--- src/rtl/serial_add_arbiter.sv ---
// serial_add_arbiter
// Round-robin front end that time-shares one bit-serial adder between two
// requesters. A granted requester's operands are registered onto the adder
// inputs, the adder is started, the fixed adder latency is counted out, and
// the captured sum is returned with a one-cycle done pulse.

module serial_add_arbiter #(
    parameter int WIDTH   = 8,
    parameter int LATENCY = 9
) (
    input  logic             clk,
    input  logic             rstn,
    input  logic             req0,
    input  logic             req1,
    input  logic [WIDTH-1:0] a0,
    input  logic [WIDTH-1:0] b0,
    input  logic [WIDTH-1:0] a1,
    input  logic [WIDTH-1:0] b1,
    input  logic             cin0,
    input  logic             cin1,
    output logic             gnt0,
    output logic             gnt1,
    output logic             done0,
    output logic             done1,
    output logic [WIDTH:0]   sum_out,
    output logic             busy,
    output logic             add_start,
    output logic [WIDTH-1:0] add_a,
    output logic [WIDTH-1:0] add_b,
    output logic             add_cin,
    input  logic [WIDTH:0]   add_sum
);

    // Counter is sized for the full legal latency range (1..255).
    localparam logic [7:0] CNT_LOAD = 8'(LATENCY - 1);

    typedef enum logic [1:0] {
        S_IDLE   = 2'd0,
        S_LAUNCH = 2'd1,
        S_WAIT   = 2'd2,
        S_DONE   = 2'd3
    } state_t;

    state_t             r_state;
    state_t             w_next_state;

    logic [7:0]         r_cnt;
    logic               r_last;
    logic               r_gnt0;
    logic               r_gnt1;
    logic               r_done0;
    logic               r_done1;
    logic               r_start;
    logic [WIDTH-1:0]   r_add_a;
    logic [WIDTH-1:0]   r_add_b;
    logic               r_add_cin;
    logic [WIDTH:0]     r_sum;

    logic               w_pick0;
    logic               w_pick1;
    logic [7:0]         w_cnt;
    logic               w_last;
    logic               w_gnt0;
    logic               w_gnt1;
    logic               w_done0;
    logic               w_done1;
    logic               w_start;
    logic [WIDTH-1:0]   w_add_a;
    logic [WIDTH-1:0]   w_add_b;
    logic               w_add_cin;
    logic [WIDTH:0]     w_sum;

    // On a tie the requester not served last wins; r_last=1 means 1 went last.
    assign w_pick0 = req0 & (~req1 | r_last);
    assign w_pick1 = req1 & (~req0 | ~r_last);

    // State register.
    always_ff @(posedge clk or negedge rstn) begin
        if (!rstn) begin
            r_state <= S_IDLE;
        end else begin
            r_state <= w_next_state;
        end
    end

    // Next-state decode.
    always_comb begin
        w_next_state = r_state;
        case (r_state)
            S_IDLE: begin
                if (w_pick0 || w_pick1) begin
                    w_next_state = S_LAUNCH;
                end else begin
                    w_next_state = S_IDLE;
                end
            end
            S_LAUNCH: w_next_state = S_WAIT;
            S_WAIT: begin
                if (r_cnt == 8'd0) begin
                    w_next_state = S_DONE;
                end else begin
                    w_next_state = S_WAIT;
                end
            end
            S_DONE:   w_next_state = S_IDLE;
            default:  w_next_state = S_IDLE;
        endcase
    end

    // Next values of the registered outputs and datapath, decoded per state.
    always_comb begin
        w_cnt     = r_cnt;
        w_last    = r_last;
        w_gnt0    = r_gnt0;
        w_gnt1    = r_gnt1;
        w_done0   = 1'b0;
        w_done1   = 1'b0;
        w_start   = 1'b0;
        w_add_a   = r_add_a;
        w_add_b   = r_add_b;
        w_add_cin = r_add_cin;
        w_sum     = r_sum;
        case (r_state)
            S_IDLE: begin
                if (w_pick0) begin
                    w_gnt0    = 1'b1;
                    w_start   = 1'b1;
                    w_add_a   = a0;
                    w_add_b   = b0;
                    w_add_cin = cin0;
                end else if (w_pick1) begin
                    w_gnt1    = 1'b1;
                    w_start   = 1'b1;
                    w_add_a   = a1;
                    w_add_b   = b1;
                    w_add_cin = cin1;
                end else begin
                    w_start   = 1'b0;
                end
            end
            S_LAUNCH: begin
                w_cnt = CNT_LOAD;
            end
            S_WAIT: begin
                if (r_cnt != 8'd0) begin
                    w_cnt = r_cnt - 8'd1;
                end else begin
                    w_sum   = add_sum;
                    w_done0 = r_gnt0;
                    w_done1 = r_gnt1;
                end
            end
            S_DONE: begin
                w_last = r_gnt1;
                w_gnt0 = 1'b0;
                w_gnt1 = 1'b0;
            end
            default: begin
                w_gnt0 = 1'b0;
                w_gnt1 = 1'b0;
            end
        endcase
    end

    // Output and datapath registers; reset abandons any in-flight operation.
    always_ff @(posedge clk or negedge rstn) begin
        if (!rstn) begin
            r_cnt     <= 8'd0;
            r_last    <= 1'b1;
            r_gnt0    <= 1'b0;
            r_gnt1    <= 1'b0;
            r_done0   <= 1'b0;
            r_done1   <= 1'b0;
            r_start   <= 1'b0;
            r_add_a   <= '0;
            r_add_b   <= '0;
            r_add_cin <= 1'b0;
            r_sum     <= '0;
        end else begin
            r_cnt     <= w_cnt;
            r_last    <= w_last;
            r_gnt0    <= w_gnt0;
            r_gnt1    <= w_gnt1;
            r_done0   <= w_done0;
            r_done1   <= w_done1;
            r_start   <= w_start;
            r_add_a   <= w_add_a;
            r_add_b   <= w_add_b;
            r_add_cin <= w_add_cin;
            r_sum     <= w_sum;
        end
    end

    assign busy      = (r_state != S_IDLE);
    assign gnt0      = r_gnt0;
    assign gnt1      = r_gnt1;
    assign done0     = r_done0;
    assign done1     = r_done1;
    assign add_start = r_start;
    assign add_a     = r_add_a;
    assign add_b     = r_add_b;
    assign add_cin   = r_add_cin;
    assign sum_out   = r_sum;

endmodule

--- config.mk ---
export PLATFORM = sky130hd
export DESIGN_NAME = serial_add_arbiter
export DESIGN_NICKNAME = d
export VERILOG_FILES = /design/src/rtl/serial_add_arbiter.sv
export SDC_FILE = /design/constraint.sdc
export NUM_CORES = 1
export LEC_CHECK = 0
export CAP_MARGIN = 10
export CORE_MARGIN = 2
export CORE_UTILIZATION = 48
export CTS_BUF_LIST = sky130_fd_sc_hd__clkbuf_2
export DETAILED_ROUTE_END_ITERATION = 6
export GPL_TIMING_DRIVEN = 0
export PLACE_DENSITY = 0.85
export SYNTH_ARGS = -nofsm -noshare
export SYNTH_HDL_FRONTEND = slang
export SYNTH_SLANG_ARGS = --single-unit
--- constraint.sdc ---
create_clock -name clk -period 3 [get_ports clk]
set_input_delay 0.9 -clock clk [delete_from_list [all_inputs] [get_ports clk]]
set_output_delay 0.9 -clock clk [all_outputs]
set_load 0.005 [all_outputs]
==> qor.yml, run 1 <==
cp.required_ps: 2100
drt-initial-drc-count: 109
ant_nets: 0
switching_power_uw: 834
fmax_mhz: 382
vdd_drop_max_mv: 0.429
maxCapViolCount: 0
internal_power_uw: 1580
drive_gt1_share_pct: 10.6
slowest_stage: "clkdlybuf4s50_1"
crit_type: "reg2out"
finalCritPeriodShare_pct: 87.2
synth_cell_types: 33
maxSlewHeadroom_pct: 62.3
fp.coreArea_um2: 3910
cp_cell_sequence: "inv_1 > ha_1 > inv_1 > clkdlybuf4s50_1"
p_comb_share_pct: 48.9
end_kind: "primary output"
fp.dieW_um: 67.3
die_h_um: 67.3
syn-num-nets: 220
rows: 23
worst_ep_arrival_time_ps: 1720
leakage_uw: 0.00130
synth_top_cells_by_area: "dfrtp_1 (53%), mux2i_1 (9.9%), o21ai_0 (5.7%), nand2_1 (4.1%), mux2_4 (3.9%)"
die_area_um2: 4530
grt_pass1_vias: 1538
synth-seq-cells: 42
cts_buffers: 5
clockRootBuffer: "clkbuf_2"
drc: 0
syn_to_final_growth_pct: 46.6
grt_max_degree: 42
seqPwrFrac_pct: 41.2
yosysSeqAreaShare_pct: 54.7
gp_congestion: 0.823
grt_overflow_total: 0
swShare_pct: 34.6
antenna_found_initial: 0
final_nets: 306
cts_resized: 0
maxSlewViolCount: 0
grt_setup_unrepaired: "false"
place_ws_ps: 266
clock_path_buffers: 2
slowest_delay_ps: 500
cts_hold_buf: 0
cts_tree: "built"
worst_slack_ps: 384
synth_top_area_share_pct: 53.3
status: "complete, no violations"
min_period_ps: 2620
ctsHtreeMaxLevel: 2
path_clk_slew_ps: 210
hp-class: "in2async"
avgSynthCellArea_um2: 11.5
crit_path_max_fanout: 5
grt_first_pass_wirelength_mm: 6.62
synth_warnings: 0
start_util_pct: 49.2
cp_common_cell: "inv_1"
placedCellCount: 297
p_clk_share_pct: 9.9
setup_viol: 0
postCtsSetupBuffers: 0
hpwlAfterDp_mm: 3.03
layout_common_cells: "clkdlybuf4s50_1 (77), dfrtp_1 (41), o21ai_0 (22), nand2_1 (21), mux2i_1 (19)"
hold_violations: 0
viasPerCell: 5.10
n_fill_cell: 315
drt-wirelength-per-cell_um: 13.3
io_pins: 79
worstSkewPairLatency_ps: 400
syn_inst: 168
io_buffers: 78
worst_slew_pin_slew_ps: 562
firstDrtPassIters: 4
layout_commonest_cell: "clkdlybuf4s50_1"
dpl_cell_area_um2: 2780
finalWirelength_mm: 4.06
synth_top_area_cell: "dfrtp_1"
cp-start-kind: "register"
final.setup_skew_ps: 22.4
final_area_um2: 2820
grt_usage_pct: 19.6
multi_input_area_um2: 795
num_antenna_cells: 0
power_density_nw_per_um2: 854
syn-cell-area_um2: 1920
regArea_um2: 1050
stdcell_count: 305
numClockSinks: 42
num_vias: 1555
-- cell families (layout without fill, tap and decap cells) --
logic type / after synthesis / after routing / share of synthesized area [%]
AOI/OAI and AO/OA: 32 / 32 / 9.43
DFF: 42 / 42 / 54.7
xor gates and xnor gates: 3 / 3 / 1.37
adders and majority gates: 5 / 5 / 3.25
buffers and inverters: 16 / 103 / 4.03
muxes: 30 / 30 / 17.3
and+or+nand+nor: 40 / 40 / 9.95
-- power groups by stage --
stage | logic [uW] | registers [uW] | clock network [uW]
3_5_place_dp | 1190 | 1010 | 0
5_1_grt | 1310 | 1030 | 268
3_3_place_gp | 1150 | 992 | 0
4_1_cts | 1190 | 996 | 248
2_1_floorplan | 556 | 1000 | 0
6_report | 1180 | 993 | 239
-- metrics by stage --
stage          util, %  hold slack, ps  total power (uW)  setup TNS (ps)
2_1_floorplan        -             473              1560               0
3_3_place_gp      70.7             460              2150            -989
3_5_place_dp      71.1             469              2190               0
4_1_cts           72.1             212              2440               0
5_1_grt           72.1             199              2610               0
6_report          72.1             243              2410               0
-- sequential cells by signal (all words and copies together), names as in the netlist --
signal and count:
r_last 1, sum_out 9, r_state 2, add_b 8, gnt1 1, done1 1, r_cnt 8, add_start 1
add_a 8, gnt0 1, done0 1, add_cin 1
-- Yosys cell counts --
| master | count |
|---|---|
| xor2_1 | 2 |
| mux2_2 | 6 |
| dfstp_2 | 1 |
| mux2_4 | 5 |
| xnor2_1 | 1 |
| buf_6 | 2 |
| dfrtp_1 | 41 |
| o2bb2ai_1 | 1 |
| or4b_1 | 1 |
| o2111ai_1 | 1 |
| or2_1 | 1 |
| or4b_4 | 1 |
| a311oi_1 | 1 |
| ha_1 | 5 |
| clkbuf_1 | 3 |
| or3_1 | 1 |
| nand2_1 | 21 |
| nor3_1 | 2 |
| o21ai_1 | 2 |
| o21ai_0 | 22 |
| a41oi_1 | 1 |
| nor2b_1 | 2 |
| nor4bb_1 | 1 |
| mux2i_1 | 19 |
| buf_2 | 2 |
| or2_2 | 1 |
| nor4_1 | 1 |
| inv_1 | 9 |
| o41ai_1 | 1 |
| a21oi_1 | 2 |
| o211ai_1 | 1 |
| nand3_1 | 1 |
| nor2_1 | 7 |
-- worst max-delay path: cells and delay by family, from the launching register on --
family | cells | cell delay (ps)
flops | 1 | 420
fa+ha+maj | 1 | 250
buf+inv | 3 | 650
-- worst paths after layout --
check	start	end	slack, ps	depth (start not counted)
max	r_state[0]	busy	380	4
min	rstn	r_cnt[4]	240	1
max reg2reg	r_state[0]	r_cnt[3]	720	8
min reg2reg	add_b[0]	add_b[0]	500	2
max in group asynchronous	rstn	r_last	2260	2
min in group clk	add_b[0]	add_b[0]	500	2
-- area by class of cell --
cell class	instances	share of cell area, %
Buffer	7	1.55
Clock buffer	6	1.06
Clock inverter	2	0.310
Inverter	9	1.20
Multi-Input combinational cell	110	28.2
Sequential cell	42	37.3
Tap cell	50	2.22
Timing Repair Buffer	79	28.2
-- routing by layer --
layer	track usage (%)	vias to the layer above	share of wire, %
met5	0	-	0
met4	6.12	0	1.1
met3	8.83	6	10
met2	32.3	64	48
met1	22.9	727	41
li1	-	758	-
No activity file was read; power rests on OpenSTA's default activity.
==> run 2: changes to the inputs <==
Settings changed: CORE_MARGIN 2 to unset.
==> run 2 against run 1 <==
Die area down 5.9%. Count of clock-buffer cells in the layout unchanged. Core utilization up 3.4 points. Critical path depth unchanged. Flip-flop and latch count did not move. Sequential power is 0.5% higher. Cell count down 0.66%. Wire length is 2.9% lower. First-iteration DRC count fell by 54%. Fmax fell by 0.49%. Critical path type unchanged. Critical endpoint unchanged. Largest cell class unchanged. Highest routed layer unchanged.
==> qor.yml, run 2 (same netlist as run 1, synthesis figures left out) <==
power_density_nw_per_um2: 851
maxSlewHeadroom_pct: 61.7
firstDrtPassIters: 4
end_kind: "primary output"
clock_path_buffers: 2
grt_first_pass_wirelength_mm: 6.95
finalWirelength_mm: 3.95
crit_path_max_fanout: 5
layout_commonest_cell: "clkdlybuf4s50_1"
cts_buffers: 5
worst_slack_ps: 371
placedCellCount: 295
drt-wirelength-per-cell_um: 13.0
vdd_drop_max_mv: 0.441
stdcell_count: 303
num_antenna_cells: 0
regToRegSetupSlack_ps: 780
gp_congestion: 0.829
die_h_um: 65.3
drc: 0
drt-initial-drc-count: 50
n_fill_cell: 270
cp-start-kind: "register"
grt_overflow_total: 0
viasPerCell: 5.02
setup_viol: 0
ant_nets: 0
maxCapViolCount: 0
leakage_uw: 0.00130
final_area_um2: 2830
antenna_found_initial: 0
ctsHtreeMaxLevel: 2
dpl_cell_area_um2: 2790
final_nets: 306
io_buffers: 78
place_ws_ps: 248
worst_slew_pin_slew_ps: 571
crit_type: "reg2out"
final.setup_skew_ps: 9.37
rows: 22
utilization_pct: 75.5
grt_pass1_vias: 1548
grt_setup_unrepaired: "false"
cts_tree: "built"
worstSkewPairLatency_ps: 370
maxSlewViolCount: 0
grt_max_degree: 24
finalSetupTns_ps: 0
min_period_ps: 2630
syn_to_final_growth_pct: 46.9
status: "complete, no violations"
cts_hold_buf: 0
hp-class: "in2async"
postCtsSetupBuffers: 0
fmax_mhz: 380
cp.required_ps: 2100
layout_common_cells: "clkdlybuf4s50_1 (77), dfrtp_1 (41), o21ai_0 (22), nand2_1 (21), mux2i_1 (19)"
fp.dieW_um: 65.3
worst_ep_arrival_time_ps: 1730
clockRootBuffer: "clkbuf_2"
start_util_pct: 51.4
path_clk_slew_ps: 190
hpwlAfterDp_mm: 3.01
drive_gt1_share_pct: 10.6
num_vias: 1521
fp.coreArea_um2: 3740
cts_resized: 0
finalCritPeriodShare_pct: 87.6
hold_violations: 0
io_pins: 79
numClockSinks: 42
largest_register_ffs: 9
die_area_um2: 4270
grt_usage_pct: 21.7
## run 2: cell counts in the layout (fill, tap and decap cells not counted)
No cell type changed its count.
## run 2: where the power goes
part	internal, uW	switching [uW]
clock	57.5	172
sequential	829	169
combinational	690	488
## run 2: final cells by class
cell class	instances	area (um^2)	area share, %
Sequential cell	42	1050	37.2
Buffer	7	43.8	1.55
Clock inverter	2	8.76	0.310
Timing Repair Buffer	79	803	28.4
Multi-Input combinational cell	110	795	28.1
Tap cell	48	60.1	2.12
Inverter	9	33.8	1.20
Clock buffer	6	30.0	1.06
## run 2: stage by stage
stage | hold slack (ps) | total power (uW)
finish | 454 | 2410
global route | 398 | 2610
CTS | 429 | 2430
detailed placement | 468 | 2190
global placement | 460 | 2140
floorplan | 473 | 1560
## run 2: final timing paths
kind,start,to,cells after the start
min reg2reg,add_a[0],add_a[0],2
max in group asynchronous,rstn,sum_out[4],2
min in group clk,add_a[0],add_a[0],2
min,rstn,r_cnt[1],1
max reg2reg,r_state[0],r_cnt[3],8
max,r_state[0],busy,4
## run 2: layer usage
metal / vias to the layer above / GRT usage, % / part of all wire [%]
met3: 2 / 10.2 / 10
met2: 70 / 33.4 / 47
met4: 0 / 7.07 / 0.58
met5: - / 0 / 0
li1: 754 / - / -
met1: 695 / 26.8 / 42
## run 2: critical path, stage by stage, from the launching register on
cell and delay [ps]:
dfrtp_1 420, inv_1 80, ha_1 260, inv_1 70
clkdlybuf4s50_1 530
